--- config.mk ---
export PLATFORM = sky130hd
export DESIGN_NAME = keypad_scan_encoder
export DESIGN_NICKNAME = d
export VERILOG_FILES = /design/src/rtl/keypad_scan_encoder.sv
export SDC_FILE = /design/constraint.sdc
export NUM_CORES = 1
export LEC_CHECK = 0
export BUFFER_PORTS_ARGS = -buffer_cell sky130_fd_sc_hd__buf_2
export CAP_MARGIN = 20
export CORE_UTILIZATION = 60
export DETAILED_ROUTE_END_ITERATION = 10
export GPL_TIMING_DRIVEN = 0
export PLACE_DENSITY = 0.79
export SYNTH_ARGS = -nofsm -noshare
export SYNTH_HDL_FRONTEND = slang
export SYNTH_SLANG_ARGS = --single-unit
--- constraint.sdc ---
create_clock -name clk -period 2.9 [get_ports clk]
set_clock_uncertainty 0.05 [all_clocks]
set_input_delay 0.29 -clock clk [delete_from_list [all_inputs] [get_ports clk]]
set_output_delay 0.29 -clock clk [all_outputs]
set_load 0.02 [all_outputs]
--- src/rtl/keypad_scan_encoder.sv ---
// 4x4 active-low keypad scanner with debounce, encoding one key at a time onto the 5-bit timer key bus.
// Define KEYPAD_STROBE_EN to add a one-clock key_strobe pulse when a new key is accepted.
module keypad_scan_encoder #(
  parameter int SCAN_DIV     = 1000,
  parameter int DEBOUNCE_CNT = 20000
) (
  input  logic       clk,
  input  logic       rst,
  input  logic [3:0] row_n,
  output logic [3:0] col_n,
  output logic [4:0] key
`ifdef KEYPAD_STROBE_EN
  ,
  output logic       key_strobe
`endif
);

  localparam int DIV_W = (SCAN_DIV > 1) ? $clog2(SCAN_DIV) : 1;
  localparam int CNT_W = $clog2(DEBOUNCE_CNT + 1);
  localparam logic [DIV_W-1:0] DIV_LAST = DIV_W'(SCAN_DIV - 1);
  localparam logic [CNT_W-1:0] CNT_LAST = CNT_W'(DEBOUNCE_CNT - 1);
  localparam logic [4:0]       KEY_NONE = 5'b11111;

  typedef enum logic [1:0] {SCAN, PRESS_DB, HELD, REL_DB} state_t;

  state_t           state_q, state_d;
  logic [3:0]       row_s1, row_s2;
  logic [1:0]       col_q, col_d;
  logic [DIV_W-1:0] div_q, div_d;
  logic [CNT_W-1:0] cnt_q, cnt_d;
  logic [1:0]       row_q, row_d;
  logic [4:0]       code_q, code_d;
  logic [4:0]       key_q, key_d;
  logic             hit;
  logic [1:0]       hit_row;
  logic [4:0]       hit_code;
  logic             latched_low;

  // Unused positions (row 3, columns 0/2/3) map to KEY_NONE and are never accepted.
  function automatic logic [4:0] key_code(input logic [1:0] c, input logic [1:0] r);
    logic [4:0] code;
    code = KEY_NONE;
    case ({r, c})
      4'b00_00: code = 5'b00001;
      4'b00_01: code = 5'b00010;
      4'b00_10: code = 5'b00011;
      4'b00_11: code = 5'b11100;
      4'b01_00: code = 5'b00100;
      4'b01_01: code = 5'b00101;
      4'b01_10: code = 5'b00110;
      4'b01_11: code = 5'b11110;
      4'b10_00: code = 5'b00111;
      4'b10_01: code = 5'b01000;
      4'b10_10: code = 5'b01001;
      4'b10_11: code = 5'b11000;
      4'b11_01: code = 5'b00000;
      default:  code = KEY_NONE;
    endcase
    return code;
  endfunction

  always_ff @(posedge clk) begin
    if (rst) begin
      row_s1 <= 4'b1111;
      row_s2 <= 4'b1111;
    end else begin
      row_s1 <= row_n;
      row_s2 <= row_s1;
    end
  end

  // Descending search so the lowest low row is the one left standing.
  always_comb begin
    hit      = 1'b0;
    hit_row  = 2'd0;
    hit_code = KEY_NONE;
    for (int r = 3; r >= 0; r--) begin
      if (!row_s2[r] && (key_code(col_q, 2'(r)) != KEY_NONE)) begin
        hit      = 1'b1;
        hit_row  = 2'(r);
        hit_code = key_code(col_q, 2'(r));
      end
    end
  end

  assign latched_low = ~row_s2[row_q];

  always_ff @(posedge clk) begin
    if (rst) begin
      state_q <= SCAN;
      col_q   <= 2'd0;
      div_q   <= '0;
      cnt_q   <= '0;
      row_q   <= 2'd0;
      code_q  <= KEY_NONE;
      key_q   <= KEY_NONE;
    end else begin
      state_q <= state_d;
      col_q   <= col_d;
      div_q   <= div_d;
      cnt_q   <= cnt_d;
      row_q   <= row_d;
      code_q  <= code_d;
      key_q   <= key_d;
    end
  end

  // Counter clears on every state entry and the terminal count is the exit, so it never wraps.
  always_comb begin
    state_d = state_q;
    col_d   = col_q;
    div_d   = div_q;
    cnt_d   = cnt_q;
    row_d   = row_q;
    code_d  = code_q;
    key_d   = key_q;
    unique case (state_q)
      SCAN: begin
        if (div_q == DIV_LAST) begin
          div_d = '0;
          if (hit) begin
            state_d = PRESS_DB;
            row_d   = hit_row;
            code_d  = hit_code;
            cnt_d   = '0;
          end else begin
            col_d = col_q + 2'd1;
          end
        end else begin
          div_d = div_q + 1'b1;
        end
      end
      PRESS_DB: begin
        if (latched_low) begin
          if (cnt_q == CNT_LAST) begin
            state_d = HELD;
            key_d   = code_q;
            cnt_d   = '0;
          end else begin
            cnt_d = cnt_q + 1'b1;
          end
        end else begin
          state_d = SCAN;
          col_d   = col_q + 2'd1;
          div_d   = '0;
          cnt_d   = '0;
        end
      end
      HELD: begin
        if (!latched_low) begin
          state_d = REL_DB;
          cnt_d   = '0;
        end
      end
      REL_DB: begin
        if (latched_low) begin
          state_d = HELD;
          cnt_d   = '0;
        end else if (cnt_q == CNT_LAST) begin
          state_d = SCAN;
          key_d   = KEY_NONE;
          col_d   = col_q + 2'd1;
          div_d   = '0;
          cnt_d   = '0;
        end else begin
          cnt_d = cnt_q + 1'b1;
        end
      end
      default: state_d = SCAN;
    endcase
  end

  assign col_n = ~(4'b0001 << col_q);
  assign key   = key_q;

`ifdef KEYPAD_STROBE_EN
  always_ff @(posedge clk) begin
    if (rst) key_strobe <= 1'b0;
    else     key_strobe <= (state_q == PRESS_DB) && (state_d == HELD);
  end
`endif

endmodule

==> results by group <==
Floorplanning
  – I/O pin count: 15
  – Die Ht: 67.0 microns
  – Die Area: 0.00448 sq mm
  – Initial Util: 62.8%
  – FP Rows: 23
  – Die extent in x: 67.0 microns
  – Core Area: 0.00403 sq mm

GRT
  – GRT overflow: 0
  – Met2 GRT Util: 41.3%
  – Global Route met1 Usage: 34.6%
  – Antenna violations before repair: 0
  – Vias in the first global route: 1932
  – First-pass GRT wire length: 8690 microns
  – Most Used Layer, Global Route: met2
  – Largest net degree at the start of global routing: 15
  – Met3 GRT Util: 4.28%
  – Tot GR Track Use: 25.8%

Timing
  – TNS Setup: 0 ps
  – Slew Limit Fails: 0
  – RSZ-0062 raised after global routing: no
  – Slew @ Worst Pin: 789 ps
  – Fmax: 0.373 GHz
  – Final setup violation count: 0
  – Tcrit/Tclk final: 92.4%
  – Fin crit period: 2680 ps
  – Min Hold Slack: 115 ps
  – Hold Violations, Final: 0
  – Slew headroom: 46.9%

Route
  – Final WL: 5140 microns
  – Initial DRC Count: 182
  – Via density: 6.02
  – Routed Antenna Nets: 0
  – DRC: 0
  – WL/cell: 14.2 microns
  – Detailed-route via count: 2186
  – First-pass DRT Iterations: 4

Status
  – Status: finished clean

Logic synthesis
  – Synthesized cell area: 0.00253 sq mm
  – Syn Inst Count: 289
  – Sequential share of the synthesized area: 38.8%
  – Yosys cell types: 52
  – Synthesis warning total: 0
  – Async SR Flop Fraction: 0%
  – Mapped Nets: 305
  – Yosys reg bits: 49
  – Post-synth EDFFs: 0
  – Syn Area/Cell: 8.76 sq um
  – Commonest register cell after synthesis: dfxtp_1

Worst setup path
  – Critical path arrival: 2850 ps
  – Worst-path cell chain: inv_1 -> ha_1 -> a21o_1 -> clkbuf_1 -> nand4_1 -> a311oi_4 -> buf_4 -> buf_6 -> nand2_1 -> a31oi_1
  – Cell count of the worst reg-to-reg path: 10
  – CP max stage delay: 380 ps
  – Reg-to-reg startpoint: col_q[1]
  – Crit path launch: col_q[1]
  – Critical path peak fanout: 10
  – CP Data Required Time: 3070 ps
  – Worst setup SP type: flip-flop
  – Worst Setup End Kind: flip-flop
  – CP max-delay cell: dfxtp_1
  – Kind of critical path: flip-flop to flip-flop

Power
  – Leak pwr: 0.975 nW
  – Maximum VDD drop: 322 uV
  – PwrDens: 442 mW/mm^2

Place
  – Port Buffers: 14
  – HPWL after detailed placement: 3630 microns
  – Final GP Congestion: 0.921

Final layout
  – Final core utilization: 69.7%
  – Nets: 328
  – Area grow syn2layout: 10.9%
  – Fraction of layout instances using a drive strength above 1: 14.4%
  – Ant diodes: 0

Clocking
  – Clock tree root buffer cell: clkbuf_8
  – Clock slew at reported path FFs: 90 ps
  – Clock sink total: 49
  – Hold-fix buffers, CTS: 0
  – Clock Latency Late Sink: 300 ps
  – H-tree Lvls: 2
  – Clock Tree Buf Depth: 2
  – CTS Buf Count: 5
  – CTS tree: yes

Worst hold path
  – Hold/Removal Path Class: input port to flip-flop
  – Hold Startpoint: row_n[3]
  – Worst Hold Path Cells: 2

Run
  – Max Cap Viol: 0
==> layer usage <==
layer,wire length [microns],vias to the layer above
li1,-,1124
met1,2450,1007
met2,2380,51
met3,260,4
met4,45,0
met5,0,-
==> worst max-delay path, delay by kind of cell, from the launching register on <==
kind | cells | cell delay, ps
buffers and inverters | 4 | 840
AOI/OAI and AO/OA | 3 | 700
DFF | 1 | 380
and+or+nand+nor | 2 | 370
adders and majority gates | 1 | 260
==> registers in the layout, indices dropped and copies added, names as in the netlist, named ones only <==
register,flops
col_q,2
state_q,1
row_s1,4
key,5
code_q,5
cnt_q,15
row_s2,4
row_q,2
div_q,10
==> worst paths after layout <==
check,end,slack (ps)
max,cnt_q[12],220
min,row_s1[3],110
max reg2reg,cnt_q[12],220
min reg2reg,row_s2[3],360
==> power breakdown <==
group | internal (mW) | switching (mW)
clock | 0.281 | 0.223
combinational | 0.0200 | 0.0297
sequential | 0.681 | 0.00620
==> layout make-up <==
| class | count | area, sq um |
|---|---|---|
| clock inverters | 1 | 30.0 |
| repair buffers | 16 | 85.1 |
| clock buffers | 7 | 86.3 |
| plain buffers | 14 | 68.8 |
| fillers | 331 | 1220 |
| inverters | 12 | 45.0 |
| multi-input cells | 214 | 1450 |
| flip-flops and latches | 49 | 981 |
| well taps | 50 | 62.6 |
==> cell families (layout without fill, tap and decap cells) <==
| family | Yosys count | count (layout) | share of synthesized area, % |
|---|---|---|---|
| adder cells (fa/ha/maj) | 10 | 10 | 4.94 |
| XOR/XNOR | 10 | 10 | 3.76 |
| multiplexers | 3 | 3 | 1.68 |
| flip-flops | 49 | 49 | 38.8 |
| AO/OA/AOI/OAI | 78 | 78 | 20.8 |
| AND/OR/NAND/NOR | 113 | 113 | 25.6 |
| buffers and inverters | 26 | 50 | 4.50 |
==> stage by stage <==
stage          std cells  instance area (sq um)  power [mW]  setup slack (ps)
2_1_floorplan        289                   2530       0.738               581
3_3_place_gp         353                   2660       0.751               147
3_5_place_dp         353                   2660       0.752               114
4_1_cts              361                   2780        1.25              78.3
5_1_grt              363                   2810        1.29              3.68
6_report             363                   2810        1.24               219
==> synthesized netlist by cell type (2+ instances only) <==
library cell  number  area share [%]
clkbuf_1          10             1.5
dfxtp_1           49              39
nor3b_1            7             2.1
o21ai_0           16             3.2
inv_1             12             1.8
ha_1              10             4.9
nor2_1            21             3.1
and2_1             3            0.74
or4_1             10             3.0
and4_1             2            0.69
nand4_1           10             2.5
nand3_1           15             3.0
xor2_1             9             3.1
a211o_1            4             1.4
or3_1              9             2.2
nor4_1             2            0.49
a211oi_1           2            0.59
and3_1             2            0.49
o31ai_1            8             2.4
nand2_1           14             2.1
a31oi_1            8             2.0
a21oi_1           24             4.7
buf_4              2            0.59
a21o_1             4             1.2
mux2i_1            2            0.79
or2_2              8             2.0
==> layout by cell type (no fill, tap or decap), types with 9 or more instances in the layout <==
master / instances
ha_1: 10
nand2_1: 14
nand3_1: 15
clkbuf_1: 11
o21ai_0: 16
xor2_1: 9
buf_2: 15
a21oi_1: 24
or3_1: 9
or4_1: 10
dfxtp_1: 49
inv_1: 12
nand4_1: 10
nor2_1: 21
==> repair_timing <==
action                                  in CTS  in global routing
endpoints found under the setup margin       0                 16
resized for setup                            0                  1
setup buffers                                0                  2
(Power assumes the default switching activity.)
